## src/rtl/sdram_write.sv

```systemverilog
// SDRAM write engine: fills rows 0..END_ROW with 4-word bursts and yields to refresh.
// Define SDRAM_WR_PATTERN_EN to source write data from an internal counter.
module sdram_write #(
    parameter int unsigned END_ROW = 2
) (
    input  logic        sclk,
    input  logic        s_rst,
    input  logic        wr_trig,
    input  logic        wr_en,
    input  logic        ref_req,
    output logic        wr_req,
    output logic        flag_wr_end,
    output logic [3:0]  wr_cmd,
    output logic [11:0] wr_addr,
    output logic [1:0]  bank_addr,
    output logic [15:0] wr_data,
    input  logic [15:0] fifo_dout,
    output logic        fifo_rd
);

    localparam logic [3:0]  CmdNop  = 4'b0111;
    localparam logic [3:0]  CmdAct  = 4'b0011;
    localparam logic [3:0]  CmdWr   = 4'b0100;
    localparam logic [3:0]  CmdPre  = 4'b0010;
    localparam logic [8:0]  LastCol = 9'd508;
    localparam logic [11:0] LastRow = 12'(END_ROW);

    typedef enum logic [4:0] {
        StIdle = 5'b00001,
        StReq  = 5'b00010,
        StAct  = 5'b00100,
        StWr   = 5'b01000,
        StPre  = 5'b10000
    } state_e;

    // Where to go once the precharge window has elapsed.
    typedef enum logic [1:0] {
        ExitIdle,
        ExitReq,
        ExitAct
    } exit_e;

    state_e      state_q, state_d;
    exit_e       exit_q, exit_d;
    logic [1:0]  cnt_q, cnt_d;
    logic [8:0]  col_q, col_d;
    logic [11:0] row_q, row_d;
    logic [3:0]  cmd_q, cmd_d;
    logic [11:0] addr_q, addr_d;
    logic [15:0] data_q;
    logic        flag_q, flag_d;
    logic        last_burst;
    logic        take_word;
    logic [15:0] word_src;

    assign last_burst = (row_q == LastRow) && (col_q == LastCol);

    always_comb begin
        state_d = state_q;
        exit_d  = exit_q;
        cnt_d   = cnt_q;
        col_d   = col_q;
        row_d   = row_q;
        cmd_d   = CmdNop;
        addr_d  = '0;
        flag_d  = 1'b0;

        unique case (state_q)
            StIdle: begin
                if (wr_trig) begin
                    state_d = StReq;
                end
            end
            StReq: begin
                cnt_d = 2'd0;
                if (wr_en) begin
                    state_d = StAct;
                end
            end
            StAct: begin
                cnt_d = cnt_q + 2'd1;
                if (cnt_q == 2'd3) begin
                    state_d = StWr;
                end
            end
            StWr: begin
                cnt_d = cnt_q + 2'd1;
                // Bursts are never cut short; everything is decided on the last beat.
                if (cnt_q == 2'd3) begin
                    col_d = col_q + 9'd4;
                    if (last_burst) begin
                        state_d = StPre;
                        exit_d  = ExitIdle;
                        row_d   = '0;
                    end else begin
                        if (col_q == LastCol) begin
                            row_d = row_q + 12'd1;
                        end
                        if (ref_req) begin
                            state_d = StPre;
                            exit_d  = ExitReq;
                        end else if (col_q == LastCol) begin
                            state_d = StPre;
                            exit_d  = ExitAct;
                        end
                    end
                end
            end
            StPre: begin
                cnt_d = cnt_q + 2'd1;
                if (cnt_q == 2'd3) begin
                    unique case (exit_q)
                        ExitIdle: state_d = StIdle;
                        ExitReq:  state_d = StReq;
                        default:  state_d = StAct;
                    endcase
                    flag_d = (exit_q != ExitAct);
                end
            end
            default: begin
                state_d = StIdle;
            end
        endcase

        // Commands are registered alongside the state they belong to.
        if (cnt_d == 2'd0) begin
            case (state_d)
                StAct: begin
                    cmd_d  = CmdAct;
                    addr_d = row_d;
                end
                StWr: begin
                    cmd_d  = CmdWr;
                    addr_d = {3'b000, col_d};
                end
                StPre: begin
                    cmd_d  = CmdPre;
                    addr_d = 12'h400;
                end
                default: ;
            endcase
        end
    end

    assign take_word = (state_d == StWr) && !s_rst;

`ifdef SDRAM_WR_PATTERN_EN
    logic [15:0] pat_q;
    logic        unused_fifo;

    assign unused_fifo = ^fifo_dout;
    assign word_src    = pat_q;
    assign fifo_rd     = 1'b0;

    always_ff @(posedge sclk) begin
        if (s_rst) begin
            pat_q <= '0;
        end else if (take_word) begin
            pat_q <= pat_q + 16'd1;
        end
    end
`else
    // Show-ahead FIFO: the pop and the capture share the same edge.
    assign word_src = fifo_dout;
    assign fifo_rd  = take_word;
`endif

    always_ff @(posedge sclk) begin
        if (s_rst) begin
            state_q <= StIdle;
            exit_q  <= ExitIdle;
            cnt_q   <= '0;
            col_q   <= '0;
            row_q   <= '0;
            cmd_q   <= CmdNop;
            addr_q  <= '0;
            data_q  <= '0;
            flag_q  <= 1'b0;
        end else begin
            state_q <= state_d;
            exit_q  <= exit_d;
            cnt_q   <= cnt_d;
            col_q   <= col_d;
            row_q   <= row_d;
            cmd_q   <= cmd_d;
            addr_q  <= addr_d;
            flag_q  <= flag_d;
            if (take_word) begin
                data_q <= word_src;
            end
        end
    end

    assign wr_req      = (state_q == StReq);
    assign flag_wr_end = flag_q;
    assign wr_cmd      = cmd_q;
    assign wr_addr     = addr_q;
    assign bank_addr   = 2'b00;
    assign wr_data     = data_q;

endmodule

```

## config.mk

```make
export PLATFORM = sky130hd
export DESIGN_NAME = sdram_write
export DESIGN_NICKNAME = d
export VERILOG_FILES = /design/src/rtl/sdram_write.sv
export SDC_FILE = /design/constraint.sdc
export NUM_CORES = 1
export LEC_CHECK = 0
export CAP_MARGIN = 10
export CORE_MARGIN = 3
export CORE_UTILIZATION = 50
export DETAILED_ROUTE_END_ITERATION = 8
export PLACE_DENSITY = 0.79
export SLEW_MARGIN = 20
export SYNTH_ARGS = -nofsm -noshare
export SYNTH_HDL_FRONTEND = slang
export SYNTH_SLANG_ARGS = --single-unit
```

## constraint.sdc

```tcl
create_clock -name sclk -period 3.1 [get_ports sclk]
set_input_delay 0.93 -clock sclk [delete_from_list [all_inputs] [get_ports sclk]]
set_output_delay 0.93 -clock sclk [all_outputs]
set_load 0.05 [all_outputs]
```

==> reports/results.md <==
| Group | Quantity | This run |
|:---|:---|:---|
| run status | Result of the run | finished clean |
| clock network | Later-pin clock latency in the skew report | 0.33 ns |
| floorplanning | Count of pins on the block boundary | 58 |
| worst setup path | Arrival time reported for the critical path endpoint | 2.00 ns |
| synthesis | Post-synth ARST share | 0% |
| sta | Worst slew slack as a fraction of its limit | 54.25% |
| worst setup path | Type of origin of the critical path | flop |
| floorplanning | Die Outline Area | 6109 um^2 |
| power | Static Leak | 1.344 nW |
| layout | Relative area change from synthesis to final layout | 29.79% |
| layout | Most frequent cells in the layout | sky130_fd_sc_hd__dfxtp_1, sky130_fd_sc_hd__nor2_1, sky130_fd_sc_hd__clkdlybuf4s50_1 |
| clock network | Postcts setup bufs | 0 |
| worst setup path | CP Capture Type | output port |
| sta | Setup violators final | 0 |
| sta | Maximum achievable frequency | 0.3412 GHz |
| worst setup path | Peak fanout along the critical path | 8 |
| worst setup path | R2R cell count | 6 |
| drt | Final routed DRC violation total | 0 |
| power | Total power divided by cell area | 447.8 nW/um^2 |
| worst setup path | Worst-path cell with the longest stage delay | sky130_fd_sc_hd__dfxtp_1 |
| layout | Number of inserted filler cells in the final layout | 385 |
| clock network | Clk root buf | sky130_fd_sc_hd__clkbuf_8 |
| floorplanning | Floorplan row count | 25 |
| hold path | Class of the tightest hold or removal check | reg2reg |
| drt | Violation count after the first detailed-route iteration | 110 |
| layout | Proportion of layout cells with a drive suffix above 1 | 8.746% |
| worst setup path | Crit path cell chain | ha_1, nand3b_1, a211o_1, a31o_2, nor2_4, buf_12 |
| grt | Antenna violations before repair | 0 |
| layout | Most common cell after layout, fill and taps aside | sky130_fd_sc_hd__dfxtp_1 |
| sta | Unrepaired setup endpoints after global routing | false |
| drt | Total detailed-routing wirelength | 5711 um |
| sta | Worst Tran Pin Value | 0.6770 ns |
| floorplanning | Chip Width | 78.16 um |
| drt | Average wire per standard cell | 13.93 um |
| clock network | Post-CTS Hold Fix Bufs | 0 |
| sta | Hold violation total from the final report | 0 |
| worst setup path | CP top delay family | compound AO/OA/AOI/OAI gates |
| floorplanning | Initial Utilization | 53.36% |
| floorplanning | Core Box Area | 4880 um^2 |
| sta | Period utilisation layout | 94.54% |
| synthesis | Cell count after synthesis | 285 |
| sta | Summed negative setup slack over all endpoints | 0 ns |
| synthesis | Mean Syn Cell Area | 9.136 um^2 |
| power | Post-layout total power | 1.513 mW |
| worst setup path | Crit path launch | cnt_q[0] |
| grt | Tot GR Track Use | 19.90% |
| synthesis | Number of synthesized flops with an enable pin | 0 |
| grt | Pin count of the biggest net entering global routing | 47 |
| hold path | Cell depth of the worst hold path | 2 |
| floorplanning | Vertical die dimension | 78.16 um |
| sta | Worst clock skew on the final layout | 0.006553 ns |
| sta | Time the worst path needs with I/O delays and setup | 2.931 ns |
| worst setup path | Worst reg-to-reg setup slack | 0.69 ns |
| layout | Number of nets in the finished design | 364 |
| grt | Global-route wire length before repair | 9632 um |
| place | Weighted congestion at the end of routability-driven global placement | 0.8580 |
| clock network | Max Root-Sink Buffers | 2 |
| worst setup path | Capturing point of the worst reg2reg path | wr_addr[6] |
| synthesis | Number of synthesized register bits | 60 |
| synthesis | Most used DFF post-synth | sky130_fd_sc_hd__dfxtp_1 |
| drt | Routed vias/inst | 5.324 |
| worst setup path | Highest cell delay on the worst timing path | 0.39 ns |
| drt | Total number of vias | 2,183 |
| place | Buffers on Ports | 54 |
| grt | Number of global-route vias before repair | 2,101 |
| drt | Number of antenna-violating nets in the routed design | 0 |
| drt | Length of the first detailed-routing pass in iterations | 4 |
| layout | Diodes inserted | 0 |
| clock network | CTS buffer count | 9 |
| worst setup path | Launch point of the worst reg-to-reg path | cnt_q[0] |
| grt | Overflow after GRT | 0 |
| clock network | Total clock sinks | 60 |
| synthesis | Part of the Yosys area used for sequential elements | 46.13% |
| clock network | Clock-pin slew on the worst setup and hold paths | 0.06 ns |
| sta | Count of pins over their slew limit | 0 |
| hold path | Hold_sp | cnt_q[1] |
| worst setup path | Worst path bufs/invs | 1 |
| place | Final HPWL DP | 4076 um |
| synthesis | Distinct cells, synth | 51 |
| worst setup path | Data required time at the worst endpoint | 2.17 ns |
| clock network | Max H-tree Level | 3 |
| hold path | Destination of the worst hold path | cnt_q[1] |
| job | # Max-Cap Violations | 0 |
| synthesis | Combined area of all synthesized cells | 2604 um^2 |
| synthesis | Syn. warnings | 0 |
| power | Worst voltage drop across the vdd grid | 0.0003095 V |
| worst setup path | Worst Setup Path Type | reg2out |
| clock network | Clock tree from TritonCTS | done |
worst register-to-register path, stage by stage, from the launching register on:
cell                        delay, ns
sky130_fd_sc_hd__dfxtp_1         0.39
sky130_fd_sc_hd__ha_1            0.34
sky130_fd_sc_hd__nand4bb_1       0.27
sky130_fd_sc_hd__or4_4           0.57
sky130_fd_sc_hd__or3_1           0.39
sky130_fd_sc_hd__xor2_1          0.19
sky130_fd_sc_hd__o32ai_1         0.12
power by group:
group          internal, mW  switching [mW]
sequential            0.776         0.00693
clock                 0.372           0.269
combinational        0.0429          0.0466
total                  1.19           0.323
cells by family after synthesis:
| group | count (synthesis) | share of synthesized area [%] |
|---|---|---|
| and+or+nand+nor | 126 | 24.80 |
| DFF | 60 | 46.13 |
| AOI/OAI and AO/OA | 34 | 9.467 |
| buffers and inverters | 26 | 5.142 |
| muxes | 19 | 7.352 |
| xor gates and xnor gates | 15 | 5.046 |
| adders and majority gates | 4 | 1.922 |
| other | 1 | 0.1440 |
synthesized netlist by cell type, types with 2 or more instances:
cell type,instances,area (um^2)
sky130_fd_sc_hd__dfxtp_1,60,1201
sky130_fd_sc_hd__nor2_1,54,202.7
sky130_fd_sc_hd__mux2i_1,18,180.2
sky130_fd_sc_hd__nand2_1,12,45.04
sky130_fd_sc_hd__nand3_1,11,55.05
sky130_fd_sc_hd__inv_1,8,30.03
sky130_fd_sc_hd__xnor2_1,8,70.07
sky130_fd_sc_hd__clkbuf_1,7,26.28
sky130_fd_sc_hd__xor2_1,7,61.31
sky130_fd_sc_hd__nand4_1,6,37.54
sky130_fd_sc_hd__o21ai_0,6,30.03
sky130_fd_sc_hd__buf_2,5,25.02
sky130_fd_sc_hd__nor2b_1,5,31.28
sky130_fd_sc_hd__nor3_1,5,25.02
sky130_fd_sc_hd__nor4_1,5,31.28
sky130_fd_sc_hd__a21oi_1,4,20.02
sky130_fd_sc_hd__and2_1,4,25.02
sky130_fd_sc_hd__buf_4,4,30.03
sky130_fd_sc_hd__ha_1,4,50.05
sky130_fd_sc_hd__o22ai_1,4,25.02
sky130_fd_sc_hd__or3_1,4,25.02
sky130_fd_sc_hd__a2bb2oi_1,3,26.28
sky130_fd_sc_hd__and3_1,3,18.77
sky130_fd_sc_hd__o32ai_1,3,26.28
sky130_fd_sc_hd__a22oi_1,2,15.01
sky130_fd_sc_hd__a41oi_1,2,17.52
sky130_fd_sc_hd__buf_6,2,22.52
sky130_fd_sc_hd__nand2b_1,2,12.51
sky130_fd_sc_hd__nand3b_1,2,15.01
sky130_fd_sc_hd__nand4bb_1,2,22.52
sky130_fd_sc_hd__o21bai_1,2,15.01
sky130_fd_sc_hd__or4_1,2,15.01
flip-flops by register name, indices dropped and copies added, names as in the netlist, 2 cells and up:
register,cells
state_q,5
wr_addr,12
wr_data,16
exit_q,2
wr_cmd,3
cnt_q,2
row_q,12
col_q,7
repair_timing:
action                     4_1_cts  5_1_grt
setup endpoints to repair        1        1
pin swaps                        0        0
gates resized for setup          1        3
layer usage:
layer	global-route usage (%)	up-vias	routed length, um
li1	-	1097	-
met1	24.69	1013	2483
met2	32.36	64	2762
met3	5.619	9	378
met4	8.392	0	87
met5	0	-	0
layout make-up:
cell class	count	area (um^2)	share of cell area, %
inverter	8	30.03	0.8886
tap	67	83.83	2.481
clock inverter	1	5.005	0.1481
sequential	60	1201	35.54
multi-input combinational	201	1287	38.10
clock buffer	14	182.7	5.405
timing repair buffer	59	589.3	17.44
how the worst max path moves through the flow:
| stage | cells past startpoint | slack, ns | end |
|---|---|---|---|
| after floorplan | 5 | 0.04 | fifo_rd |
| after global placement | 5 | 0.04 | fifo_rd |
| after detailed placement | 5 | 0.04 | fifo_rd |
| after CTS | 5 | 0.03 | fifo_rd |
| after global routing | 6 | 0.07 | fifo_rd |
| final | 6 | 0.17 | fifo_rd |
per-stage QoR:
stage / instance area [um^2] / utilization (%) / setup WS (ns) / cells / hold WS [ns]
global route: 3379 / 69.26 / 0.06865 / 410 / 0.5264
detailed placement: 3182 / 65.21 / 0.04296 / 395 / 0.4855
finish: 3379 / 69.26 / 0.1692 / 410 / 0.4908
floorplan: 2614 / - / 0.04457 / 287 / 0.4630
global placement: 3182 / 65.21 / 0.03730 / 395 / 0.4729
CTS: 3368 / 69.03 / 0.02914 / 410 / 0.4970
(Power assumes the default switching activity.)
